--- config.mk ---
export PLATFORM = sky130hd
export DESIGN_NAME = sonic_pcie_tx_arbiter
export DESIGN_NICKNAME = d
export VERILOG_FILES = /design/src/rtl/sonic_arb_pkg.sv /design/src/rtl/sonic_rr_pick.sv /design/src/rtl/sonic_pcie_tx_arbiter.sv
export SDC_FILE = /design/constraint.sdc
export NUM_CORES = 1
export LEC_CHECK = 0
export ABC_AREA = 0
export BUFFER_PORTS_ARGS = -buffer_cell sky130_fd_sc_hd__buf_2
export CAP_MARGIN = 15
export CORE_AREA = 2 2 528 530
export CTS_BUF_LIST = sky130_fd_sc_hd__clkbuf_2
export DETAILED_ROUTE_END_ITERATION = 6
export DIE_AREA = 0 0 530 532
export PLACE_DENSITY = 0.3
export SYNTH_ARGS = -nofsm -noshare
export SYNTH_HDL_FRONTEND = slang
export SYNTH_SLANG_ARGS = --single-unit
--- constraint.sdc ---
create_clock -name clk_in -period 5.6 [get_ports clk_in]
set_input_delay 0.28 -clock clk_in [delete_from_list [all_inputs] [get_ports clk_in]]
set_output_delay 0.28 -clock clk_in [all_outputs]
set_load 0.01 [all_outputs]
--- src/rtl/sonic_arb_pkg.sv ---
// Shared types and constants for the sonic PCIe TX/MSI arbiter.
package sonic_arb_pkg;

  typedef enum logic [1:0] {
    IDLE  = 2'd0,
    GRANT = 2'd1,
    HOLD  = 2'd2
  } arb_state_t;

  localparam int TIMEOUT_CNT_W = 16;

endpackage

--- src/rtl/sonic_rr_pick.sv ---
// Combinational round-robin picker: first set request bit searching upward from last+1.
module sonic_rr_pick #(
  parameter  int NUM_REQ = 4,
  localparam int IDX_W   = $clog2(NUM_REQ)
) (
  input  logic [NUM_REQ-1:0] req,
  input  logic [IDX_W-1:0]   last,
  output logic [NUM_REQ-1:0] grant,
  output logic [IDX_W-1:0]   idx,
  output logic               valid
);

  // Offsets 1..NUM_REQ visit every requester once, ending at last itself.
  always_comb begin
    int pos;
    grant = '0;
    idx   = '0;
    valid = 1'b0;
    pos   = 0;
    for (int k = 1; k <= NUM_REQ; k++) begin
      pos = (int'(last) + k) % NUM_REQ;
      if (!valid && req[IDX_W'(pos)]) begin
        valid                = 1'b1;
        idx                  = IDX_W'(pos);
        grant[IDX_W'(pos)]   = 1'b1;
      end
    end
  end

endmodule

--- src/rtl/sonic_pcie_tx_arbiter.sv ---
// Round-robin arbiter sharing the PCIe Avalon-ST TX port between NUM_REQ requesters.
// Define SONIC_TX_ARB_MSI_EN to also arbitrate the MSI request port.
module sonic_pcie_tx_arbiter
  import sonic_arb_pkg::*;
#(
  parameter int NUM_REQ       = 4,
  parameter int GRANT_TIMEOUT = 1024
) (
  input  logic                     clk_in,
  input  logic                     reset,
  input  logic [NUM_REQ-1:0]       req_tx_ready,
  input  logic [NUM_REQ-1:0]       req_tx_busy,
  output logic [NUM_REQ-1:0]       req_tx_sel,
  output logic [NUM_REQ-1:0]       req_tx_ready_others,
  input  logic [NUM_REQ-1:0]       req_tx_req,
  input  logic [NUM_REQ-1:0]       req_tx_dv,
  input  logic [NUM_REQ-1:0]       req_tx_dfr,
  input  logic [NUM_REQ-1:0]       req_tx_err,
  input  logic [NUM_REQ*128-1:0]   req_tx_desc,
  input  logic [NUM_REQ*128-1:0]   req_tx_data,
  output logic [NUM_REQ-1:0]       req_tx_ack,
  output logic [NUM_REQ-1:0]       req_tx_ws,
  output logic                     tx_req,
  output logic                     tx_dv,
  output logic                     tx_dfr,
  output logic                     tx_err,
  output logic [127:0]             tx_desc,
  output logic [127:0]             tx_data,
  input  logic                     tx_ack,
  input  logic                     tx_ws,
`ifdef SONIC_TX_ARB_MSI_EN
  input  logic [NUM_REQ-1:0]       req_msi_ready,
  input  logic [NUM_REQ-1:0]       req_msi_busy,
  output logic [NUM_REQ-1:0]       req_msi_sel,
  input  logic [NUM_REQ-1:0]       req_msi_req,
  input  logic [NUM_REQ*5-1:0]     req_msi_num,
  input  logic [NUM_REQ*3-1:0]     req_msi_tc,
  output logic [NUM_REQ-1:0]       req_msi_ack,
  output logic                     app_msi_req,
  output logic [4:0]               app_msi_num,
  output logic [2:0]               app_msi_tc,
  input  logic                     app_msi_ack,
`endif
  output logic [TIMEOUT_CNT_W-1:0] timeout_cnt
);

  localparam int IDX_W = $clog2(NUM_REQ);
  localparam int WD_W  = $clog2(GRANT_TIMEOUT);
  localparam logic [WD_W-1:0] WD_LAST = WD_W'(GRANT_TIMEOUT - 1);

  arb_state_t                tx_state, tx_state_nxt;
  logic [NUM_REQ-1:0]        tx_sel_nxt;
  logic [IDX_W-1:0]          tx_last, tx_last_nxt;
  logic [WD_W-1:0]           wd, wd_nxt;
  logic [TIMEOUT_CNT_W-1:0]  timeout_cnt_nxt;
  logic [NUM_REQ-1:0]        tx_pick_grant;
  logic [IDX_W-1:0]          tx_pick_idx;
  logic                      tx_pick_valid;
  logic                      tx_g_busy, tx_g_ready;

  sonic_rr_pick #(.NUM_REQ(NUM_REQ)) u_tx_pick (
    .req   (req_tx_ready),
    .last  (tx_last),
    .grant (tx_pick_grant),
    .idx   (tx_pick_idx),
    .valid (tx_pick_valid)
  );

  // The grant is one-hot, so masking with sel isolates the grantee without an index.
  assign tx_g_busy  = |(req_tx_busy  & req_tx_sel);
  assign tx_g_ready = |(req_tx_ready & req_tx_sel);

  always_ff @(posedge clk_in) begin
    if (reset) begin
      tx_state    <= IDLE;
      req_tx_sel  <= '0;
      tx_last     <= IDX_W'(NUM_REQ - 1);
      wd          <= '0;
      timeout_cnt <= '0;
    end else begin
      tx_state    <= tx_state_nxt;
      req_tx_sel  <= tx_sel_nxt;
      tx_last     <= tx_last_nxt;
      wd          <= wd_nxt;
      timeout_cnt <= timeout_cnt_nxt;
    end
  end

  always_comb begin
    tx_state_nxt    = tx_state;
    tx_sel_nxt      = req_tx_sel;
    tx_last_nxt     = tx_last;
    wd_nxt          = wd;
    timeout_cnt_nxt = timeout_cnt;
    case (tx_state)
      IDLE: begin
        if (tx_pick_valid) begin
          tx_sel_nxt   = tx_pick_grant;
          tx_last_nxt  = tx_pick_idx;
          wd_nxt       = '0;
          tx_state_nxt = GRANT;
        end
      end
      GRANT: begin
        if (tx_g_busy) begin
          tx_state_nxt = HOLD;
        end else if (!tx_g_ready) begin
          tx_sel_nxt   = '0;
          tx_state_nxt = IDLE;
        end else if (wd == WD_LAST) begin
          tx_sel_nxt   = '0;
          tx_state_nxt = IDLE;
          if (timeout_cnt != '1) timeout_cnt_nxt = timeout_cnt + 1'b1;
        end else begin
          wd_nxt = wd + 1'b1;
        end
      end
      HOLD: begin
        if (!tx_g_busy) begin
          tx_sel_nxt   = '0;
          tx_state_nxt = IDLE;
        end
      end
      default: begin
        tx_sel_nxt   = '0;
        tx_state_nxt = IDLE;
      end
    endcase
  end

  // sel is all-zero in IDLE, so the AND-OR mux drives zeros to the core there.
  assign tx_req     = |(req_tx_req & req_tx_sel);
  assign tx_dv      = |(req_tx_dv  & req_tx_sel);
  assign tx_dfr     = |(req_tx_dfr & req_tx_sel);
  assign tx_err     = |(req_tx_err & req_tx_sel);
  assign req_tx_ack = req_tx_sel & {NUM_REQ{tx_ack}};
  assign req_tx_ws  = req_tx_sel & {NUM_REQ{tx_ws}};

  always_comb begin
    tx_desc = '0;
    tx_data = '0;
    for (int i = 0; i < NUM_REQ; i++) begin
      if (req_tx_sel[IDX_W'(i)]) begin
        tx_desc = tx_desc | req_tx_desc[i*128 +: 128];
        tx_data = tx_data | req_tx_data[i*128 +: 128];
      end
    end
  end

  always_comb begin
    req_tx_ready_others = '0;
    for (int i = 0; i < NUM_REQ; i++) begin
      req_tx_ready_others[IDX_W'(i)] = |(req_tx_ready & ~(NUM_REQ'(1) << i));
    end
  end

`ifdef SONIC_TX_ARB_MSI_EN
  arb_state_t         msi_state, msi_state_nxt;
  logic [NUM_REQ-1:0] msi_sel_nxt;
  logic [IDX_W-1:0]   msi_last, msi_last_nxt;
  logic [NUM_REQ-1:0] msi_pick_grant;
  logic [IDX_W-1:0]   msi_pick_idx;
  logic               msi_pick_valid;
  logic               msi_g_busy, msi_g_ready;

  sonic_rr_pick #(.NUM_REQ(NUM_REQ)) u_msi_pick (
    .req   (req_msi_ready),
    .last  (msi_last),
    .grant (msi_pick_grant),
    .idx   (msi_pick_idx),
    .valid (msi_pick_valid)
  );

  assign msi_g_busy  = |(req_msi_busy  & req_msi_sel);
  assign msi_g_ready = |(req_msi_ready & req_msi_sel);

  always_ff @(posedge clk_in) begin
    if (reset) begin
      msi_state   <= IDLE;
      req_msi_sel <= '0;
      msi_last    <= IDX_W'(NUM_REQ - 1);
    end else begin
      msi_state   <= msi_state_nxt;
      req_msi_sel <= msi_sel_nxt;
      msi_last    <= msi_last_nxt;
    end
  end

  // Same grant/hold sequence as TX, without a watchdog.
  always_comb begin
    msi_state_nxt = msi_state;
    msi_sel_nxt   = req_msi_sel;
    msi_last_nxt  = msi_last;
    case (msi_state)
      IDLE: begin
        if (msi_pick_valid) begin
          msi_sel_nxt   = msi_pick_grant;
          msi_last_nxt  = msi_pick_idx;
          msi_state_nxt = GRANT;
        end
      end
      GRANT: begin
        if (msi_g_busy) begin
          msi_state_nxt = HOLD;
        end else if (!msi_g_ready) begin
          msi_sel_nxt   = '0;
          msi_state_nxt = IDLE;
        end
      end
      HOLD: begin
        if (!msi_g_busy) begin
          msi_sel_nxt   = '0;
          msi_state_nxt = IDLE;
        end
      end
      default: begin
        msi_sel_nxt   = '0;
        msi_state_nxt = IDLE;
      end
    endcase
  end

  assign app_msi_req = |(req_msi_req & req_msi_sel);
  assign req_msi_ack = req_msi_sel & {NUM_REQ{app_msi_ack}};

  always_comb begin
    app_msi_num = '0;
    app_msi_tc  = '0;
    for (int i = 0; i < NUM_REQ; i++) begin
      if (req_msi_sel[IDX_W'(i)]) begin
        app_msi_num = app_msi_num | req_msi_num[i*5 +: 5];
        app_msi_tc  = app_msi_tc  | req_msi_tc[i*3 +: 3];
      end
    end
  end
`endif

endmodule

==> out/metrics.json <==
{
  "grt_first_pass_wirelength_um": 162000,
  "p_leak_nw": 5.351,
  "core_area_um2": 275800,
  "ys_seq_elements": 34,
  "cts-root-to-sink-buffers": 2,
  "postCtsResizedCells": 0,
  "finish.utilization_pct": 4.882,
  "layout.filler_cells": 33030,
  "netlist-cell-type-count": 54,
  "place.port_buffers": 829,
  "synth_top_family_by_area": "compound AO/OA/AOI/OAI gates",
  "total_number_of_vias": 9799,
  "synth_area_leaders": "sky130_fd_sc_hd__a22o_1 48%, sky130_fd_sc_hd__dfxtp_1 14%, sky130_fd_sc_hd__clkbuf_1 5.0%, sky130_fd_sc_hd__ha_1 2.6%, sky130_fd_sc_hd__a21oi_1 2.3%",
  "syn_inst": 586,
  "die_width_um": 530,
  "clock_insertion_delay_worst_skew_ns": 0.42,
  "i_o_pin_count": 1344,
  "post-synth-top-count-cell": "sky130_fd_sc_hd__a22o_1",
  "hold_ws_ns": 0.2727,
  "design_area_um2": 13460,
  "timing.final.max_slew_violations": 0,
  "clock-sinks": 34,
  "power_density_nw_per_um2": 383.4,
  "syn_avg_cell_area_um2": 8.129,
  "timing.final.setup_violations": 0,
  "synthAdderAreaFrac_pct": 2.627,
  "hold_viol_final": 0,
  "synth-main-ff-cell": "sky130_fd_sc_hd__dfxtp_1",
  "num-nets-final": 2419,
  "achievable-frequency_mhz": 302.9,
  "outcome": "completed",
  "number_of_global_route_vias_before_repair": 9132,
  "detailed_place.area_um2": 13330,
  "drc": 0,
  "max-cap-violations": 0,
  "worst_slew_pin_slew_ns": 1.048,
  "timing.setup.critical_path_class": "flip-flop to output port",
  "timing.critical_path.to_type": "output port",
  "tritoncts": "built",
  "ys_async_sr_fraction_pct": 0,
  "grt_max_degree": 146,
  "worst-endpoint-arrival_ns": 3.02,
  "global_route.usage.total_pct": 9.749,
  "synthSimpleGateAreaFrac_pct": 13.55,
  "synth_compound_area_share_pct": 58.79,
  "viasPerCell": 1.921,
  "dr.first_iter.drc_count": 500,
  "synthesis.yosys.warnings": 0,
  "height_of_the_die_um": 532,
  "cts_made_buffers": 5,
  "avgRoutedWirePerCell_um": 28.24,
  "post_synth_most_frequent_cells": "259 x sky130_fd_sc_hd__a22o_1, 63 x sky130_fd_sc_hd__clkbuf_1, 34 x sky130_fd_sc_hd__dfxtp_1, 22 x sky130_fd_sc_hd__a21oi_1, 19 x sky130_fd_sc_hd__nand2_1",
  "rsz_0062_raised_after_global_routing": "no",
  "finalClockSkew_ns": 0.02651,
  "final.setup.worst_slack_ns": 2.298,
  "mappedNetlistArea_um2": 4763,
  "cts-root-buf": "sky130_fd_sc_hd__clkbuf_2",
  "timing.critical_path.required_ns": 5.32,
  "synth_sequential_area_ratio_pct": 14.29,
  "final.min_clock_period_ns": 3.302,
  "yosys.area_share.xor_xnor_pct": 0.7355,
  "synth.area.mux_share_pct": 2.732,
  "antenna_left": 0,
  "fin_crit_sh_pct": 58.96,
  "seq_area_um2": 689.4,
  "worstPathMaxFanout": 60,
  "route.final.wire_length_um": 144100,
  "grt_antenna_before_repair": 193,
  "detailed_place_hpwl_um": 137000,
  "floorplan.die_area_um2": 282000,
  "firstDrtPassIters": 5,
  "postCtsSetupRepairBufs": 0,
  "core.rowCount": 193,
  "grt_overflow": 0,
  "timing.critical_path.from_type": "flip-flop",
  "timing.hold.worst.class": "input port to flip-flop",
  "start_util_pct": 1.727,
  "synth_top_cell_area_share_pct": 47.62,
  "slew-limit-headroom_pct": 29.18,
  "depth_of_the_cts_h_tree": 2,
  "vdd_ir_drop_max_mv": 0.1943,
  "area_taken_by_multi_input_logic_gates_um2": 3744,
  "post_cts_hold_buffer_count": 0,
  "p_r_area_growth_vs_syn_pct": 182.6,
  "worst_path_clk_slew_ns": 0.20,
  "globalplace.congestion": 0.7783,
  "dpl_worst_slack_ns": 2.506,
  "synth_edf_count": 0,
  "synth.largest_area_cell": "sky130_fd_sc_hd__a22o_1",
  "fin_tns_setup_ns": 0,
  "post_route_cells_drive_above_1_share_pct": 63.25
}
worst paths after layout:
path                  from              to  slack (ns)  depth (start not counted)
max          req_tx_sel[0]     tx_data[52]        2.30                          4
min                  reset  timeout_cnt[0]        0.27                          2
max reg2reg     tx_last[0]   req_tx_sel[2]        2.43                          7
min reg2reg          wd[9]           wd[9]        0.51                          2
cell families after synthesis:
group           Yosys count
mux                       9
fa+ha+maj                10
buf+inv                  81
other cells               1
flops                    34
simple gates            110
compound gates          337
xor+xnor                  4
where the power goes:
part	total (mW)	internal, mW	switching, mW
logic	4.64	1.29	3.35
registers	0.403	0.265	0.138
clock network	0.120	0.0266	0.0930
total	5.16	1.58	3.58
per-stage QoR:
step	std cells	power, mW
2_1_floorplan	587	1.992
3_3_place_gp	5055	5.357
3_5_place_dp	5055	5.355
4_1_cts	5063	5.498
5_1_grt	5081	5.686
6_report	5102	5.161
final cells by class:
type / count / area share [%]
clock buffer: 5 / 0.1859
antenna: 39 / 0.7249
timing repair buffer: 837 / 31.45
multi-input combinational: 472 / 27.81
clock inverter: 3 / 0.08364
tap: 3705 / 34.43
sequential: 34 / 5.121
inverter: 7 / 0.1952
worst max-delay path, stage by stage (launching register included):
cell and delay [ns]:
sky130_fd_sc_hd__dfxtp_4 0.71, sky130_fd_sc_hd__buf_4 0.51, sky130_fd_sc_hd__buf_4 0.57, sky130_fd_sc_hd__a22o_1 0.30, sky130_fd_sc_hd__buf_2 0.36
sequential cells by signal, indices dropped and copies added (netlist names):
register / flops
timeout_cnt: 16
req_tx_sel: 4
tx_state: 2
tx_last: 2
wd: 10
metal layers:
layer	up-vias	GRT usage, %	wire, um
li1	4048	-	-
met1	4495	11.17	56040
met2	899	14.91	60000
met3	305	6.970	24440
met4	52	1.263	3197
met5	-	0	389
layout by cell type (no fill, tap or decap), types with 11 or more instances in the layout:
cell,n
sky130_fd_sc_hd__nand2_1,19
sky130_fd_sc_hd__o31ai_1,13
sky130_fd_sc_hd__dfxtp_1,31
sky130_fd_sc_hd__a22o_1,259
sky130_fd_sc_hd__a21oi_1,22
sky130_fd_sc_hd__nand3_1,11
sky130_fd_sc_hd__diode_2,39
sky130_fd_sc_hd__and2_1,11
sky130_fd_sc_hd__o21ai_0,11
sky130_fd_sc_hd__nor2_1,13
sky130_fd_sc_hd__buf_2,829
sky130_fd_sc_hd__or4_1,14
Power figures use the tool's default switching activity.
